===== src/rtl/signext_arb_pkg.sv =====
// Shared types and constants for the immediate-extension arbiter.
package signext_arb_pkg;

    typedef enum logic {
        EXT_SIGN = 1'b0,
        EXT_ZERO = 1'b1
    } ext_mode_t;

    localparam int unsigned DEF_IN_W  = 16;
    localparam int unsigned DEF_OUT_W = 32;

    localparam logic REQ_DEC = 1'b0;
    localparam logic REQ_LD  = 1'b1;

    // One-hot grant; on contention the requester not granted last time wins.
    function automatic logic [1:0] pick_grant(input logic [1:0] valid, input logic last_grant);
        logic [1:0] grant;
        grant = 2'b00;
        case (valid)
            2'b01:   grant = 2'b01;
            2'b10:   grant = 2'b10;
            2'b11:   grant = last_grant ? 2'b01 : 2'b10;
            default: grant = 2'b00;
        endcase
        return grant;
    endfunction

endpackage


===== src/rtl/signext_arb_ext_unit.sv =====
// Combinational sign/zero extender shared by both requesters.
module ext_unit
    import signext_arb_pkg::*;
#(
    parameter int unsigned IN_W  = DEF_IN_W,
    parameter int unsigned OUT_W = DEF_OUT_W
) (
    input  logic [IN_W-1:0]  data,
    input  logic             mode,
    output logic [OUT_W-1:0] result
);

    logic w_fill;

    always_comb begin
        w_fill = (mode == EXT_ZERO) ? 1'b0 : data[IN_W-1];
        result = {{(OUT_W-IN_W){w_fill}}, data};
    end

endmodule


===== src/rtl/signext_arb.sv =====
// Round-robin arbiter that time-shares one extender between decode and load-align.
module signext_arb
    import signext_arb_pkg::*;
#(
    parameter int unsigned IN_W  = DEF_IN_W,
    parameter int unsigned OUT_W = DEF_OUT_W
) (
    input  logic             clk,
    input  logic             rst,
    input  logic [1:0]       req_valid,
    output logic [1:0]       req_ready,
    input  logic [IN_W-1:0]  req0_data,
    input  logic [IN_W-1:0]  req1_data,
    input  logic [1:0]       req_mode,
    output logic             out_valid,
    input  logic             out_ready,
    output logic [OUT_W-1:0] out_data,
    output logic             out_id
);

    logic             r_out_valid;
    logic [OUT_W-1:0] r_out_data;
    logic             r_out_id;
    logic             r_last_grant;

    logic             w_can_accept;
    logic [1:0]       w_grant;
    logic             w_xfer;
    logic             w_sel;
    logic [IN_W-1:0]  w_data;
    logic             w_mode;
    logic [OUT_W-1:0] w_result;

    always_comb begin
        w_can_accept = !r_out_valid || out_ready;
        w_grant      = pick_grant(req_valid, r_last_grant);
        // Nothing is accepted while reset is asserted.
        req_ready    = rst ? 2'b00 : (w_grant & {2{w_can_accept}});
        w_xfer       = |req_ready;
        w_sel        = w_grant[1] ? REQ_LD : REQ_DEC;
        w_data       = (w_sel == REQ_LD) ? req1_data : req0_data;
        w_mode       = req_mode[w_sel];
    end

    ext_unit #(
        .IN_W  (IN_W),
        .OUT_W (OUT_W)
    ) u_ext (
        .data   (w_data),
        .mode   (w_mode),
        .result (w_result)
    );

    always_ff @(posedge clk) begin
        if (rst) begin
            r_out_valid  <= 1'b0;
            r_out_data   <= '0;
            r_out_id     <= REQ_DEC;
            r_last_grant <= REQ_LD;
        end else if (w_xfer) begin
            r_out_valid  <= 1'b1;
            r_out_data   <= w_result;
            r_out_id     <= w_sel;
            r_last_grant <= w_sel;
        end else if (out_ready) begin
            r_out_valid  <= 1'b0;
        end
    end

    assign out_valid = r_out_valid;
    assign out_data  = r_out_data;
    assign out_id    = r_out_id;

endmodule


===== config.mk =====
export PLATFORM = sky130hd
export DESIGN_NAME = signext_arb
export DESIGN_NICKNAME = d
export VERILOG_FILES = /design/src/rtl/signext_arb_pkg.sv /design/src/rtl/signext_arb_ext_unit.sv /design/src/rtl/signext_arb.sv
export SDC_FILE = /design/constraint.sdc
export NUM_CORES = 1
export LEC_CHECK = 0
export ABC_AREA = 1
export CORE_AREA = 2 2 63 65
export DETAILED_ROUTE_END_ITERATION = 7
export DIE_AREA = 0 0 65 67
export PLACE_DENSITY = 0.69
export SKIP_LAST_GASP = 1
export SLEW_MARGIN = 20
export SYNTH_ARGS = -nofsm -noshare
export SYNTH_HDL_FRONTEND = slang
export SYNTH_SLANG_ARGS = --single-unit

===== constraint.sdc =====
create_clock -name clk -period 3.3 [get_ports clk]
set_input_delay 0.495 -clock clk [delete_from_list [all_inputs] [get_ports clk]]
set_output_delay 0.495 -clock clk [all_outputs]
set_load 0.02 [all_outputs]

==> impl_metrics.tcl <==
set metrics [dict create \
    outcome "finished, final reports clean" \
    sw_frac_of_total_pct 28.35 \
    switchingPower_uw 186.0 \
    cp-startpoint "req_valid[1]" \
    cp_max_fo 17 \
    worst_slew_margin_rel_pct 68.79 \
    die_area_um2 4355 \
    clkSlewWorstSetupHoldPaths_ns 0.07 \
    routed_wirelength_um 2778 \
    irDropWorstVdd_mv 0.1155 \
    hp-class "reg -> reg" \
    drc 0 \
    die_y_um 67 \
    fin_crit_sh_pct 83.00 \
    r2r_cells 6 \
    period_minus_slack_ns 2.739 \
    cpPeakStageDelay_ns 0.59 \
    p_clk_share_pct 28.5 \
    required_ns 2.80 \
    end_kind "output pin" \
    grt_pass1_wl_um 4388 \
    cts_tree "done" \
    vias_per_cell 4.258 \
    root_buffer "clkbuf_8" \
    start_util_pct 29.67 \
    worstMarginPinSlew_ns 0.4672 \
    syn_area_um2 1070 \
    first_global_vias 1025 \
    slowest_stage "clkdlybuf4s50_1" \
    gr-total-overflow 0 \
    r2r_slack_ns 1.84 \
    setup_tns_ns 0 \
    rows 22 \
    path_cells "clkdlybuf4s50_1 > nand2_2 > inv_2 > nand3_1 > inv_1 > clkdlybuf4s50_1" \
    cap_violations 0 \
    yosysTopAreaCellShare_pct 37.43 \
    fp.dieW_um 65 \
    wl_per_cell_um 10.25 \
    clkSinkCount 20 \
    path_class "in -> out" \
    syn_to_final_growth_pct 67.95 \
    grt_max_degree 20 \
    fin_util_pct 49.83 \
    cp_common_cell "clkdlybuf4s50_1" \
    start_kind "input pin" \
    cts_made_buffers 3 \
    io_buffers 74 \
    seq_power_share_pct 40.7 \
    synth_cell_types 17 \
    htree_levels 1 \
    ant_nets 0 \
    cts_resized 0 \
    drive_gt1_share_pct 5.381 \
    netlist_instances 163 \
    ys_ff_latch 20 \
    synth.avg_cell_area_um2 6.563 \
    hold_viol 0 \
    num_io_pins 75 \
    p_leak_uw 0.0007560 \
    cts_buffer_depth 2 \
    synth_top_area_cell "dfxtp_1" \
    p_int_uw 470.0 \
    via_count 1154 \
    yosysSeqAreaShare_pct 37.43 \
    ys.warnings.count 0 \
    fin_area_um2 1797 \
    endpoint "req_ready[1]" \
    r2r_start "r_last_grant" \
    r2r-end "out_data[16]" \
    p_comb_share_pct 30.9 \
    rsz0062_at_grt "no" \
    cp.arrival_ns 2.24 \
    dpl_cell_area_um2 1742 \
    postCtsHoldBufs 0 \
    grt_util_all_layers_pct 13.06 \
    p_per_area_nw_per_um2 365.1 \
    insertion_delay_ns 0.26 \
    final_max_slew_viol_count 0 \
    first_pass_iters 4 \
    dp_hpwl_um 2056 \
    coreArea_um2 3606 \
    max_freq_mhz 365.1 \
    setup_viol 0 \
    antenna_found_initial 0 \
    drt_iter0_drc 22 \
    diodes 0 \
    fin_nets 263 \
    skew_ns 0.001396 \
    cts_setup_buffers 0 \
    gp_congestion 0.7516 \
    synthTopCellsByArea "dfxtp_1 (37%), nand2_1 (31%), buf_4 (11%), a21oi_1 (8.4%), buf_6 (2.1%)" \
    syn_nets 202 \
]
[worst max-delay path: cells and delay by family]
family	cells	cell delay, ns
buf+inv	4	1.48
simple gates	2	0.26
[registers in the layout, indices dropped and copies added (netlist names)]
register,count
out_id,1
out_data,17
out_valid,1
r_last_grant,1
[cell type report]
cell class	count	area, um^2
Multi-Input combinational cell	116	491.7
Sequential cell	20	400.4
Timing Repair Buffer	78	770.7
Clock buffer	4	55.05
Fill cell	375	1809
Tap cell	48	60.06
Inverter	5	18.77
[worst min path at each step]
stage          slack (ns)         start  cells after the start      endpoint
6_report             0.46  out_data[15]                      2  out_data[15]
5_1_grt              0.49   out_data[2]                      2   out_data[2]
4_1_cts              0.47   out_data[5]                      2   out_data[5]
3_5_place_dp         0.45   out_data[5]                      2   out_data[5]
3_3_place_gp         0.45   out_data[2]                      2   out_data[2]
2_1_floorplan        0.43  r_last_grant                      2  r_last_grant
[metal layers]
layer,part of all wire (%),wire length [um],global-route usage [%]
met4,0.76,21,4.787
met2,50,1387,25.00
met3,8.1,226,2.365
met5,0,0,0
met1,41,1143,14.20
[Yosys cell counts]
| cell | instances |
|---|---|
| nand2_1 | 87 |
| dfxtp_1 | 20 |
| a21oi_1 | 18 |
| buf_4 | 16 |
| inv_1 | 4 |
| nand3_1 | 4 |
| clkbuf_1 | 3 |
| buf_6 | 2 |
| a21oi_2 | 1 |
| a21oi_4 | 1 |
| buf_2 | 1 |
| inv_2 | 1 |
| nand2_2 | 1 |
| nand3b_1 | 1 |
| nor2_1 | 1 |
| nor3_1 | 1 |
| o211ai_1 | 1 |
[power by group through the flow]
| stage | logic, uW | registers (uW) | clock network (uW) |
|---|---|---|---|
| after global routing | 222 | 269 | 204 |
| after floorplan | 90.4 | 292 | 0 |
| after global placement | 204 | 273 | 0 |
| final | 202 | 267 | 187 |
| after CTS | 205 | 267 | 194 |
| after detailed placement | 205 | 273 | 0 |
[cell usage in the layout (no fill, tap or decap), drive strengths merged]
cell type,synthesis,final
nand3,4,4
nor2,1,1
clkdlybuf4s50,0,74
clkbuf,3,4
nand3b,1,1
buf,19,4
dfxtp,20,20
a21oi,20,20
nand2,88,88
inv,5,5
o211ai,1,1
nor3,1,1
[through the flow]
step | hold slack [ns] | power (uW) | setup WS [ns] | instances
detailed placement | 0.4541 | 477.4 | 0.5481 | 267
global route | 0.4878 | 694.3 | 0.4177 | 271
global placement | 0.4520 | 476.7 | 0.5849 | 267
finish | 0.4626 | 656.0 | 0.5611 | 271
floorplan | 0.4287 | 381.9 | 1.379 | 163
CTS | 0.4663 | 666.4 | 0.5415 | 271
[kinds of logic (layout without fill, tap and decap cells)]
logic type      after synthesis  count (layout)  share of synthesized area, %
buf+inv                      27              87                         16.61
flops                        20              20                         37.43
compound gates               21              21                         11.46
simple gates                 95              95                         34.50
(Power assumes the default switching activity.)
